`src/rtl/jk_drive_sequencer.sv`:
```
// Command sequencer that replays HOLD/CLR/SET/TOG commands onto the J/K inputs of a jk_ff bank.
// Optional bank shadow model and sticky mismatch flag are enabled with `define JK_SHADOW_EN.
module jk_drive_sequencer #(
    parameter int WIDTH = 4,
    parameter int DEPTH = 4,
    parameter int CNT_W = 4
) (
    input  logic             clk,
    input  logic             rst_n,
    input  logic             cmd_valid,
    output logic             cmd_ready,
    input  logic [1:0]       cmd_op,
    input  logic [WIDTH-1:0] cmd_mask,
    input  logic [CNT_W-1:0] cmd_rep,
    input  logic             flush,
    output logic [WIDTH-1:0] j,
    output logic [WIDTH-1:0] k,
    output logic             busy,
`ifdef JK_SHADOW_EN
    input  logic [WIDTH-1:0] q_fb,
    output logic [WIDTH-1:0] shadow_q,
    output logic             mismatch,
`endif
    output logic             done
);

    localparam int AW = $clog2(DEPTH);

    localparam logic [1:0] OP_HOLD = 2'b00;
    localparam logic [1:0] OP_CLR  = 2'b01;
    localparam logic [1:0] OP_SET  = 2'b10;
    localparam logic [1:0] OP_TOG  = 2'b11;

    typedef enum logic {IDLE, ISSUE} state_t;

    typedef struct packed {
        logic [1:0]       op;
        logic [WIDTH-1:0] mask;
        logic [CNT_W-1:0] rep;
    } cmd_t;

    cmd_t             mem [DEPTH];
    cmd_t             head;
    logic [AW:0]      wr_ptr, rd_ptr;
    logic             empty, full, push, pop;

    state_t           state, state_nxt;
    logic [CNT_W-1:0] count, count_nxt;
    logic [WIDTH-1:0] j_nxt, k_nxt;
    logic             done_nxt;

    // Extra pointer MSB distinguishes full from empty when the indices match.
    assign empty     = (wr_ptr == rd_ptr);
    assign full      = (wr_ptr[AW] != rd_ptr[AW]) && (wr_ptr[AW-1:0] == rd_ptr[AW-1:0]);
    assign cmd_ready = !full && !flush;
    assign push      = cmd_valid && cmd_ready;
    assign head      = mem[rd_ptr[AW-1:0]];
    assign busy      = (state == ISSUE) || !empty;

    // NOTE: storage array has no reset; the pointers alone define which entries are valid.
    always_ff @(posedge clk) begin
        if (push) begin
            mem[wr_ptr[AW-1:0]] <= '{op: cmd_op, mask: cmd_mask, rep: cmd_rep};
        end
    end

    // NOTE: sequential state uses non-blocking assignments so every register samples pre-edge values.
    always_ff @(posedge clk or negedge rst_n) begin
        if (!rst_n) begin
            wr_ptr <= '0;
            rd_ptr <= '0;
        end else if (flush) begin
            wr_ptr <= '0;
            rd_ptr <= '0;
        end else begin
            if (push) wr_ptr <= wr_ptr + (AW+1)'(1);
            if (pop)  rd_ptr <= rd_ptr + (AW+1)'(1);
        end
    end

    always_ff @(posedge clk or negedge rst_n) begin
        if (!rst_n) begin
            state <= IDLE;
            count <= '0;
            j     <= '0;
            k     <= '0;
            done  <= 1'b0;
        end else begin
            state <= state_nxt;
            count <= count_nxt;
            j     <= j_nxt;
            k     <= k_nxt;
            done  <= done_nxt;
        end
    end

    // NOTE: every always_comb output gets a default first so no path infers a latch.
    always_comb begin
        state_nxt = state;
        pop       = 1'b0;
        if (flush) begin
            state_nxt = IDLE;
        end else begin
            case (state)
                IDLE: begin
                    if (!empty) begin
                        pop       = 1'b1;
                        state_nxt = ISSUE;
                    end
                end
                ISSUE: begin
                    if (count == '0) begin
                        if (!empty) pop = 1'b1;
                        else        state_nxt = IDLE;
                    end
                end
                default: state_nxt = IDLE;
            endcase
        end
    end

    // done is precomputed so it is high in the cycle where count reaches zero.
    always_comb begin
        j_nxt     = '0;
        k_nxt     = '0;
        count_nxt = '0;
        done_nxt  = 1'b0;
        if (pop) begin
            case (head.op)
                OP_HOLD: ;
                OP_CLR:  k_nxt = head.mask;
                OP_SET:  j_nxt = head.mask;
                OP_TOG: begin
                    j_nxt = head.mask;
                    k_nxt = head.mask;
                end
                default: ;
            endcase
            count_nxt = head.rep;
            done_nxt  = (head.rep == '0);
        end else if (state_nxt == ISSUE) begin
            j_nxt     = j;
            k_nxt     = k;
            count_nxt = count - CNT_W'(1);
            done_nxt  = (count == CNT_W'(1));
        end
    end

`ifdef JK_SHADOW_EN
    // Shadow follows Q+ = J&~Q | ~K&Q, the same function the bank applies to j/k.
    always_ff @(posedge clk or negedge rst_n) begin
        if (!rst_n) begin
            shadow_q <= '0;
            mismatch <= 1'b0;
        end else begin
            shadow_q <= (j & ~shadow_q) | (~k & shadow_q);
            if (flush) mismatch <= 1'b0;
            else       mismatch <= mismatch | (q_fb != shadow_q);
        end
    end
`endif

endmodule

```
`config.mk`:
```
export PLATFORM = sky130hd
export DESIGN_NAME = jk_drive_sequencer
export DESIGN_NICKNAME = d
export VERILOG_FILES = /design/src/rtl/jk_drive_sequencer.sv
export SDC_FILE = /design/constraint.sdc
export NUM_CORES = 1
export LEC_CHECK = 0
export BUFFER_PORTS_ARGS = -buffer_cell sky130_fd_sc_hd__buf_4
export CORE_MARGIN = 4
export CORE_UTILIZATION = 55
export DETAILED_ROUTE_END_ITERATION = 10
export PLACE_DENSITY_LB_ADDON = 0.12
export SYNTH_ARGS = -nofsm -noshare
export SYNTH_HDL_FRONTEND = slang
export SYNTH_SLANG_ARGS = --single-unit
```
`constraint.sdc`:
```
create_clock -name clk -period 2 [get_ports clk]
set_input_delay 0.2 -clock clk [delete_from_list [all_inputs] [get_ports clk]]
set_output_delay 0.2 -clock clk [all_outputs]
set_load 0.01 [all_outputs]
```
==> flow_summary.json, run 1 <==
{
  "routedWlPerCell_um": 18.8,
  "grt_pass1_wl_mm": 6.96,
  "boundaryPins": 25,
  "cts_buffers": 9,
  "grt_usage_pct": 17.7,
  "start_kind": "flip-flop",
  "cp_data_required_time_ps": 1800,
  "cp_common_cell": "buf_4",
  "path_clk_slew_ps": 70,
  "yosysTopAreaCellShare_pct": 47.7,
  "cts.path.max_buffers": 2,
  "drc_errors": 0,
  "cts_tree": "built",
  "viasPerCell": 5.63,
  "ys_types": 30,
  "seqPwrFrac_pct": 43.6,
  "syn_area_um2": 2520,
  "cp_cell_sequence": "xnor2_2 -> buf_4 -> nand2_1 -> or3_1 -> buf_4",
  "fin_tns_setup_ps": 0,
  "start_util_pct": 57.4,
  "critical_path_class": "reg2out",
  "ys_seq_area_share_pct": 67.6,
  "synth_area_leader_cell": "edfxtp_1",
  "area_growth_pct": 19.0,
  "synthesis.nets": 160,
  "num_vias": 1339,
  "vdd_drop_max_mv": 0.862,
  "worst_hold_slack_ps": 75.2,
  "ant_nets": 0,
  "reg2reg_slack_ps": 120,
  "crit_fanout": 6,
  "top_usage_layer": "met2",
  "grt_overflow": 0,
  "die_y_um": 75.7,
  "synth_cells": 139,
  "fp.coreArea_um2": 4380,
  "fill_cells": 309,
  "p_sw_uw": 1100,
  "power.density_nw_per_um2": 1210,
  "yosys_warnings": 0,
  "root_buffer": "clkbuf_8",
  "drt_pass1_iterations": 4,
  "final-seq-area_um2": 1700,
  "htreeDepth": 3,
  "die_w_um": 75.7,
  "hold_viol_final": 0,
  "arrival_ps": 1710,
  "place_hpwl_mm": 3.00,
  "synth-main-ff-cell": "edfxtp_1",
  "critPathSlowestCell": "dfrtp_1",
  "power.share.clock_pct": 24.5,
  "met1_usage_pct": 20.9,
  "grt_pass1_vias": 1422,
  "internal_power_uw": 2510,
  "outcome": "completed",
  "synth.ff_latch_count": 60,
  "async_flop_share_pct": 33.3,
  "synth-edff-count": 40,
  "finalMaxSlewViolations": 0,
  "grt_max_degree": 21,
  "setup_violations": 0,
  "combPwrFrac_pct": 32.0,
  "syn_area_per_cell_um2": 18.1,
  "clk_latency_ps": 330,
  "row_count": 24,
  "port-buffer-count": 24,
  "clock_sinks": 60,
  "setup_ws_ps": 87.3,
  "p_leak_uw": 0.00121,
  "fin_crit_sh_pct": 95.6,
  "final_util_pct": 68.3,
  "synth_area_leaders": "edfxtp_1 48%, dfrtp_1 20%, mux4_1 6.3%, a22o_1 3.8%, mux4_2 3.6%",
  "end_kind": "output pin",
  "maxSlewHeadroom_pct": 64.3,
  "antenna_found_initial": 0,
  "holdCritPathClass": "in2reg",
  "use_met2_pct": 29.7,
  "drt-total-wl_mm": 4.46,
  "synth_common_cells": "40 x edfxtp_1, 20 x dfrtp_1, 11 x a22o_1",
  "switching_share_pct": 30.4,
  "skew_ps": 11.1,
  "synth_most_common_cell": "edfxtp_1",
  "gp_routability_congestion": 0.755,
  "n_antenna_cell": 0,
  "final.min_clock_period_ps": 1910,
  "drv_cap": 0,
  "drtIter0Drc": 102,
  "layout-drive-gt1-share_pct": 33.3,
  "die_area_um2": 5720,
  "multi_input_area_um2": 785,
  "rsz0062_at_grt": "false",
  "worst_slew_pin_slew_ps": 534,
  "max_stage_delay_ps": 470,
  "post-place-ws_ps": 27.4,
  "fin_nets": 202,
  "max_freq_ghz": 0.523,
  "grt_use_met3_pct": 5.54
}
power by group through the flow:
stage          Clock [uW]  Sequential [uW]  Combinational (uW)
3_3_place_gp            0             1590                1100
5_1_grt               969             1590                1260
3_5_place_dp            0             1590                1140
4_1_cts               900             1570                1150
6_report              884             1570                1150
2_1_floorplan           0             1600                 760
cell families after synthesis:
logic type      share of synthesized area, %
flops                                   67.6
compound gates                          7.31
buf+inv                                 1.64
fa+ha+maj                               3.48
simple gates                            6.06
xor+xnor                                2.44
mux                                     11.5
worst paths after layout:
| kind | depth (start not counted) | end | startpoint |
|---|---|---|---|
| worst max-delay path | 5 | busy | wr_ptr[0]$_DFFE_PN0P_ |
| worst min-delay path | 1 | mem[3][2]$_DFFE_PP_ | cmd_rep[2] |
| worst max register to register | 6 | j[2]$_DFFE_PN0P_ | count[0]$_DFF_PN0_ |
| worst min register to register | 1 | j[1]$_DFFE_PN0P_ | j[1]$_DFFE_PN0P_ |
| max in group asynchronous | 2 | k[0]$_DFFE_PN0P_ | rst_n |
| min in group asynchronous | 2 | done$_DFF_PN0_ | rst_n |
metrics by stage:
stage,power (uW),area (um^2),instances
2_1_floorplan,2360,2520,139
3_3_place_gp,2680,2810,220
3_5_place_dp,2730,2810,220
4_1_cts,3620,2990,237
5_1_grt,3810,3000,238
6_report,3610,3000,238
critical path: cells and delay by family, from the launching register on:
| family | cells | cell delay (ps) |
|---|---|---|
| DFF | 1 | 470 |
| xor gates and xnor gates | 1 | 220 |
| buffers and inverters | 2 | 300 |
| and+or+nand+nor | 2 | 400 |
cell type report:
type                       instances  area share, %
clock buffer                      11           4.39
sequential                        60           56.8
tap                               52           2.17
inverter                           5          0.627
multi-input combinational         70           26.2
timing repair buffer              35           8.86
clock inverter                     5          0.961
repair_timing:
| action | in CTS | in global routing |
|---|---|---|
| hold endpoints to repair | 20 | 0 |
| hold buffers | 1 | 0 |
| endpoints found under the setup margin | 1 | 14 |
| gates cloned | 0 | 0 |
| pin swaps | 0 | 1 |
| buffers inserted | 0 | 1 |
| gates resized for setup | 1 | 1 |
layout by cell type (no fill, tap or decap), types with 3 or more instances in the layout:
master	synthesis	routed
mux2i_1	3	3
buf_4	0	34
mux4_2	4	4
ha_1	7	7
inv_1	5	5
a22o_1	11	11
nand2_1	3	3
nor2_1	7	6
and3_1	4	4
xor2_1	3	3
dfrtp_1	20	20
nand2b_1	3	3
xnor2_1	4	3
edfxtp_1	40	40
clkbuf_8	0	9
mux4_1	6	6
routing by layer:
layer | routed length, um | vias up
met5 | 0 | -
met2 | 2350 | 37
li1 | - | 630
met3 | 267 | 4
met4 | 62 | 0
met1 | 1780 | 668
state kept, by name, indices dropped and copies added (netlist names):
name	flops
mem	40
count	4
j	4
k	4
rd_ptr	3
wr_ptr	3
done	1
state	1
No activity file was read; power rests on OpenSTA's default activity.
==> run 2: changes to the inputs <==
--- a/config.mk
+++ b/config.mk
@@ -6,10 +6,13 @@
 export NUM_CORES = 1
 export LEC_CHECK = 0
 export BUFFER_PORTS_ARGS = -buffer_cell sky130_fd_sc_hd__buf_4
+export CELL_PAD_IN_SITES_DETAIL_PLACEMENT = 0
+export CELL_PAD_IN_SITES_GLOBAL_PLACEMENT = 1
 export CORE_MARGIN = 4
-export CORE_UTILIZATION = 55
+export CORE_UTILIZATION = 49
 export DETAILED_ROUTE_END_ITERATION = 10
 export PLACE_DENSITY_LB_ADDON = 0.12
+export RECOVER_POWER = 25
 export SYNTH_ARGS = -nofsm -noshare
 export SYNTH_HDL_FRONTEND = slang
 export SYNTH_SLANG_ARGS = --single-unit
==> run 2 against run 1 <==
  * Global-route usage shrank 0.66 points
  * Clock-buffer cell count up 1
  * Clock skew down 0.85 ps
  * Cell area rose by 2.6%
  * Clock power grew 44%
  * Via count grew 2.0%
  * Combinational power increased by 6%
  * Sequential share of layout area shrank 1.4 points
  * Flip-flop and latch count unchanged
  * Setup slack improved by 1.9 ps
  * Final cell count rose by 7.1%
  * Critical path type unchanged
  * Largest cell class unchanged
==> flow_summary.json, run 2 (same netlist as run 1, synthesis figures left out) <==
{
  "grt_pass1_wl_mm": 7.55,
  "final.min_clock_period_ps": 1910,
  "place_area_um2": 2830,
  "num_vias": 1366,
  "final_common_cell": "edfxtp_1",
  "area_growth_pct": 22.1,
  "die_w_um": 79.7,
  "drt-total-wl_mm": 4.58,
  "final_cell_mix": "40 x edfxtp_1, 27 x buf_4, 20 x dfrtp_1",
  "cts_tree": "built",
  "fin_tns_setup_ps": 0,
  "clk_latency_ps": 330,
  "port-buffer-count": 24,
  "grt_usage_pct": 17.0,
  "largest_register_ffs": 40,
  "ant_nets": 0,
  "drc_errors": 0,
  "end_kind": "output pin",
  "layout-drive-gt1-share_pct": 30.9,
  "n_antenna_cell": 0,
  "arrival_ps": 1710,
  "p_leak_uw": 0.00122,
  "p_sw_uw": 1130,
  "multi_input_area_um2": 790,
  "fin_area_um2": 3070,
  "grt_max_degree": 21,
  "routedWlPerCell_um": 18.0,
  "viasPerCell": 5.36,
  "hold_start": "cmd_rep[2]",
  "vdd_drop_max_mv": 0.577,
  "die_y_um": 79.7,
  "grt_overflow": 0,
  "power.share.clock_pct": 31.3,
  "hold_viol_final": 0,
  "outcome": "completed",
  "fill_cells": 363,
  "power.density_nw_per_um2": 1330,
  "fin_crit_sh_pct": 95.5,
  "place_hpwl_mm": 2.94,
  "rsz0062_at_grt": "false",
  "holdCritPathClass": "in2reg",
  "cts_buffers": 9,
  "htreeDepth": 3,
  "post-place-ws_ps": 91.7,
  "final_util_pct": 63.4,
  "start_kind": "flip-flop",
  "boundaryPins": 25,
  "antenna_found_initial": 0,
  "drt_pass1_iterations": 4,
  "fin_nets": 204,
  "finalMaxSlewViolations": 0,
  "path_clk_slew_ps": 70,
  "hold_path_depth": 1,
  "grt_pass1_vias": 1401,
  "combPwrFrac_pct": 30.1,
  "internal_power_uw": 2940,
  "r2r_start": "count[0]$_DFF_PN0_",
  "cp_data_required_time_ps": 1800,
  "clock_sinks": 60,
  "max_freq_ghz": 0.523,
  "ff2ff_path_depth": 6,
  "setup_violations": 0,
  "switching_share_pct": 27.7,
  "start_util_pct": 51.9,
  "worst_slew_pin_slew_ps": 515,
  "skew_ps": 10.3,
  "drtIter0Drc": 79,
  "critical_path_class": "reg2out",
  "final-seq-area_um2": 1700,
  "crit_fanout": 6,
  "worstHoldEndpoint": "mem[3][2]$_DFFE_PP_",
  "setup_ws_ps": 89.2,
  "fp.coreArea_um2": 4850,
  "row_count": 25,
  "root_buffer": "clkbuf_8",
  "maxSlewHeadroom_pct": 65.7,
  "rr_endpoint": "count[3]$_DFF_PN0_",
  "gp_routability_congestion": 0.813,
  "drv_cap": 0,
  "seqPwrFrac_pct": 38.7,
  "cts.path.max_buffers": 2,
  "reg2reg_slack_ps": 90,
  "die_area_um2": 6350
}
==> run 2: routing by layer <==
layer	routed length (um)	vias to the layer above	GRT usage (%)
met2	2200	38	25.7
met4	161	0	12.2
met1	1950	683	21.1
li1	-	632	-
met3	271	13	4.51
met5	0	-	0
==> run 2: final cells by class <==
cell class                 instances  area share (%)
sequential                        60            55.4
multi-input combinational         70            25.7
timing repair buffer              37            8.02
clock buffer                      12            4.40
clock inverter                     4            3.18
tap                               67            2.73
inverter                           5           0.611
==> run 2: through the flow <==
step	hold slack, ps	power (uW)	instances
3_3_place_gp	86.1	2710	235
5_1_grt	62.0	4290	255
4_1_cts	49.5	4040	252
3_5_place_dp	95.6	2740	235
6_report	73.2	4070	255
2_1_floorplan	-95.6	2360	139
==> run 2: worst max path at each step <==
stage	end	start	slack, ps
2_1_floorplan	count[0]$_DFF_PN0_	count[0]$_DFF_PN0_	290
6_report	busy	wr_ptr[0]$_DFFE_PN0P_	90
5_1_grt	busy	wr_ptr[0]$_DFFE_PN0P_	7
3_3_place_gp	done$_DFF_PN0_	count[0]$_DFF_PN0_	170
4_1_cts	k[3]$_DFFE_PN0P_	count[0]$_DFF_PN0_	10
3_5_place_dp	done$_DFF_PN0_	count[0]$_DFF_PN0_	90
==> run 2: critical path, stage by stage (launching register included) <==
cell and delay (ps):
dfrtp_1 470, xnor2_2 220, buf_4 150, nand2_1 60, or3_1 330, buf_4 150
==> run 2: power groups by stage <==
stage	clock network, uW	logic [uW]	registers (uW)
after floorplan	0	760	1600
after global routing	1360	1350	1590
after CTS	1300	1170	1570
after detailed placement	0	1140	1590
final	1270	1220	1570
after global placement	0	1110	1590
==> run 2: repair_timing <==
action / 4_1_cts / 5_1_grt
buffers inserted: 0 / 3
endpoints found under the hold margin: 20 / 0
hold buffers: 1 / 0
setup endpoints to repair: 1 / 14
pin swaps: 0 / 4
gates resized for setup: 1 / 4
==> run 3: changes to the inputs <==
--- a/config.mk
+++ b/config.mk
@@ -9,7 +9,7 @@
 export CELL_PAD_IN_SITES_DETAIL_PLACEMENT = 0
 export CELL_PAD_IN_SITES_GLOBAL_PLACEMENT = 1
 export CORE_MARGIN = 4
-export CORE_UTILIZATION = 49
+export CORE_UTILIZATION = 45
 export DETAILED_ROUTE_END_ITERATION = 10
 export PLACE_DENSITY_LB_ADDON = 0.12
 export RECOVER_POWER = 25
==> constraint.sdc (replaced) <==
create_clock -name clk -period 1.75 [get_ports clk]
set_input_delay 0.175 -clock clk [delete_from_list [all_inputs] [get_ports clk]]
set_output_delay 0.175 -clock clk [all_outputs]
set_load 0.01 [all_outputs]
==> run 3 against run 2 <==
  * The run now ends with setup timing left
  * Utilization is 3.1 points lower
  * Die area is 8.0% higher
  * Sequential power is 14% higher
  * Wire length is 1.9% lower
  * Flip-flop and latch count stayed put
  * Cell area is 3.4% higher
  * Critical endpoint unchanged
  * Hold slack worse by 26 ps
  * Via count is 1.2% higher
  * Clock skew is 1.5 ps lower
==> flow_summary.json, run 3 (same netlist as run 1, synthesis figures left out) <==
{
  "ff2ff_path_depth": 7,
  "num_vias": 1383,
  "fin_crit_sh_pct": 103,
  "grt_use_met3_pct": 4.00,
  "final.min_clock_period_ps": 1790,
  "clk_latency_ps": 330,
  "p_leak_uw": 0.00126,
  "fin_nets": 216,
  "grt_max_degree": 21,
  "drt-total-wl_mm": 4.50,
  "start_util_pct": 47.8,
  "cts_tree": "built",
  "clock_sinks": 60,
  "boundaryPins": 25,
  "cts.path.max_buffers": 2,
  "setup_violations": 5,
  "cts_buffers": 9,
  "cp_data_required_time_ps": 1570,
  "ant_nets": 0,
  "rsz0062_at_grt": "true",
  "n_antenna_cell": 0,
  "port-buffer-count": 24,
  "grt_overflow": 0,
  "grt_usage_pct": 15.4,
  "htreeDepth": 3,
  "layout-drive-gt1-share_pct": 39.0,
  "finalMaxSlewViolations": 0,
  "final_common_cell": "edfxtp_1",
  "power.density_nw_per_um2": 1450,
  "grt_pass1_wl_mm": 7.34,
  "drtIter0Drc": 50,
  "fill_cells": 418,
  "vdd_drop_max_mv": 0.600,
  "violations": "setup timing",
  "drt_pass1_iterations": 4,
  "place_area_um2": 2900,
  "routedWlPerCell_um": 16.6,
  "gp_routability_congestion": 0.770,
  "skew_ps": 8.74,
  "arrival_ps": 1620,
  "fp.coreArea_um2": 5270,
  "largest_register_ffs": 40,
  "place_hpwl_mm": 3.05,
  "area_growth_pct": 26.2,
  "drc_errors": 0,
  "drv_cap": 0,
  "antenna_found_initial": 0,
  "die_y_um": 82.8,
  "end_kind": "output pin",
  "viasPerCell": 5.12,
  "crit_fanout": 2,
  "met1_usage_pct": 21.3,
  "top_usage_layer": "met2",
  "hold_viol_final": 0,
  "critical_path_class": "reg2out",
  "holdCritPathClass": "in2reg",
  "path_clk_slew_ps": 70,
  "maxSlewHeadroom_pct": 68.5,
  "fin_tns_setup_ps": -75.1,
  "grt_pass1_vias": 1467,
  "setup_ws_ps": -44.5,
  "hold_path_depth": 1,
  "root_buffer": "clkbuf_8",
  "fin_area_um2": 3180,
  "start_kind": "flip-flop",
  "row_count": 26,
  "max_freq_ghz": 0.557,
  "use_met2_pct": 22.0,
  "worst_slew_pin_slew_ps": 472,
  "die_area_um2": 6860,
  "outcome": "complete, but fails checks",
  "die_w_um": 82.8,
  "final_cell_mix": "40 x edfxtp_1, 35 x buf_4, 20 x dfrtp_1"
}
## run 3: metal layers
metal  vias to the layer above  wire [um]
met3                        11        187
met4                         0         97
li1                        658          -
met5                         -          0
met1                       687       2220
met2                        27       1990
## run 3: stage by stage
stage / util (%) / std cells / setup WS (ps) / total power [uW] / hold slack, ps
after floorplan: - / 139 / 44.7 / 2690 / -121
after global routing: 60.3 / 270 / -125 / 4860 / 34.9
after global placement: 55.1 / 246 / -72.1 / 3220 / 62.1
final: 60.3 / 270 / -44.5 / 4590 / 47.4
after detailed placement: 55.1 / 246 / -94.2 / 3240 / 65.7
after CTS: 60.3 / 267 / -63.3 / 4580 / 25.8
## run 3: worst paths after layout
check / start / to / slack, ps
worst max-delay path: wr_ptr[1]$_DFFE_PN0P_ / busy / -40
max in group asynchronous: rst_n / rd_ptr[0]$_DFFE_PN0P_ / 1290
worst min-delay path: cmd_mask[2] / mem[2][6]$_DFFE_PP_ / 50
worst max register to register: count[1]$_DFF_PN0_ / rd_ptr[1]$_DFFE_PN0P_ / -20
worst min register to register: j[1]$_DFFE_PN0P_ / j[1]$_DFFE_PN0P_ / 510
min in group asynchronous: rst_n / j[1]$_DFFE_PN0P_ / 250
## run 3: area by class of cell
| type | count | area, um^2 | share of cell area [%] |
|---|---|---|---|
| clock buffer | 10 | 128 | 4.02 |
| clock inverter | 6 | 55.1 | 1.73 |
| inverter | 5 | 18.8 | 0.591 |
| multi-input combinational | 70 | 826 | 26.0 |
| sequential | 60 | 1700 | 53.6 |
| tap | 70 | 87.6 | 2.76 |
| timing repair buffer | 49 | 360 | 11.3 |
## run 3: power by group
group          total, uW  internal (uW)  switching (uW)
logic               1640            927             715
registers           1790           1680             110
clock network       1160            643             519
total               4590           3250            1340
## run 3: what timing repair did
item	in CTS	in global routing
gates resized for setup	15	2
pin swaps	15	3
buffers inserted	4	3
setup endpoints to repair	47	18
endpoints found under the hold margin	20	0
hold buffers	1	0
## run 3: worst max-delay path, cell delays in order, from the launching register on
cell     delay (ps)
dfrtp_1         410
xnor2_2         230
buf_4           160
nand2_2          50
or3_4           320
buf_6           130
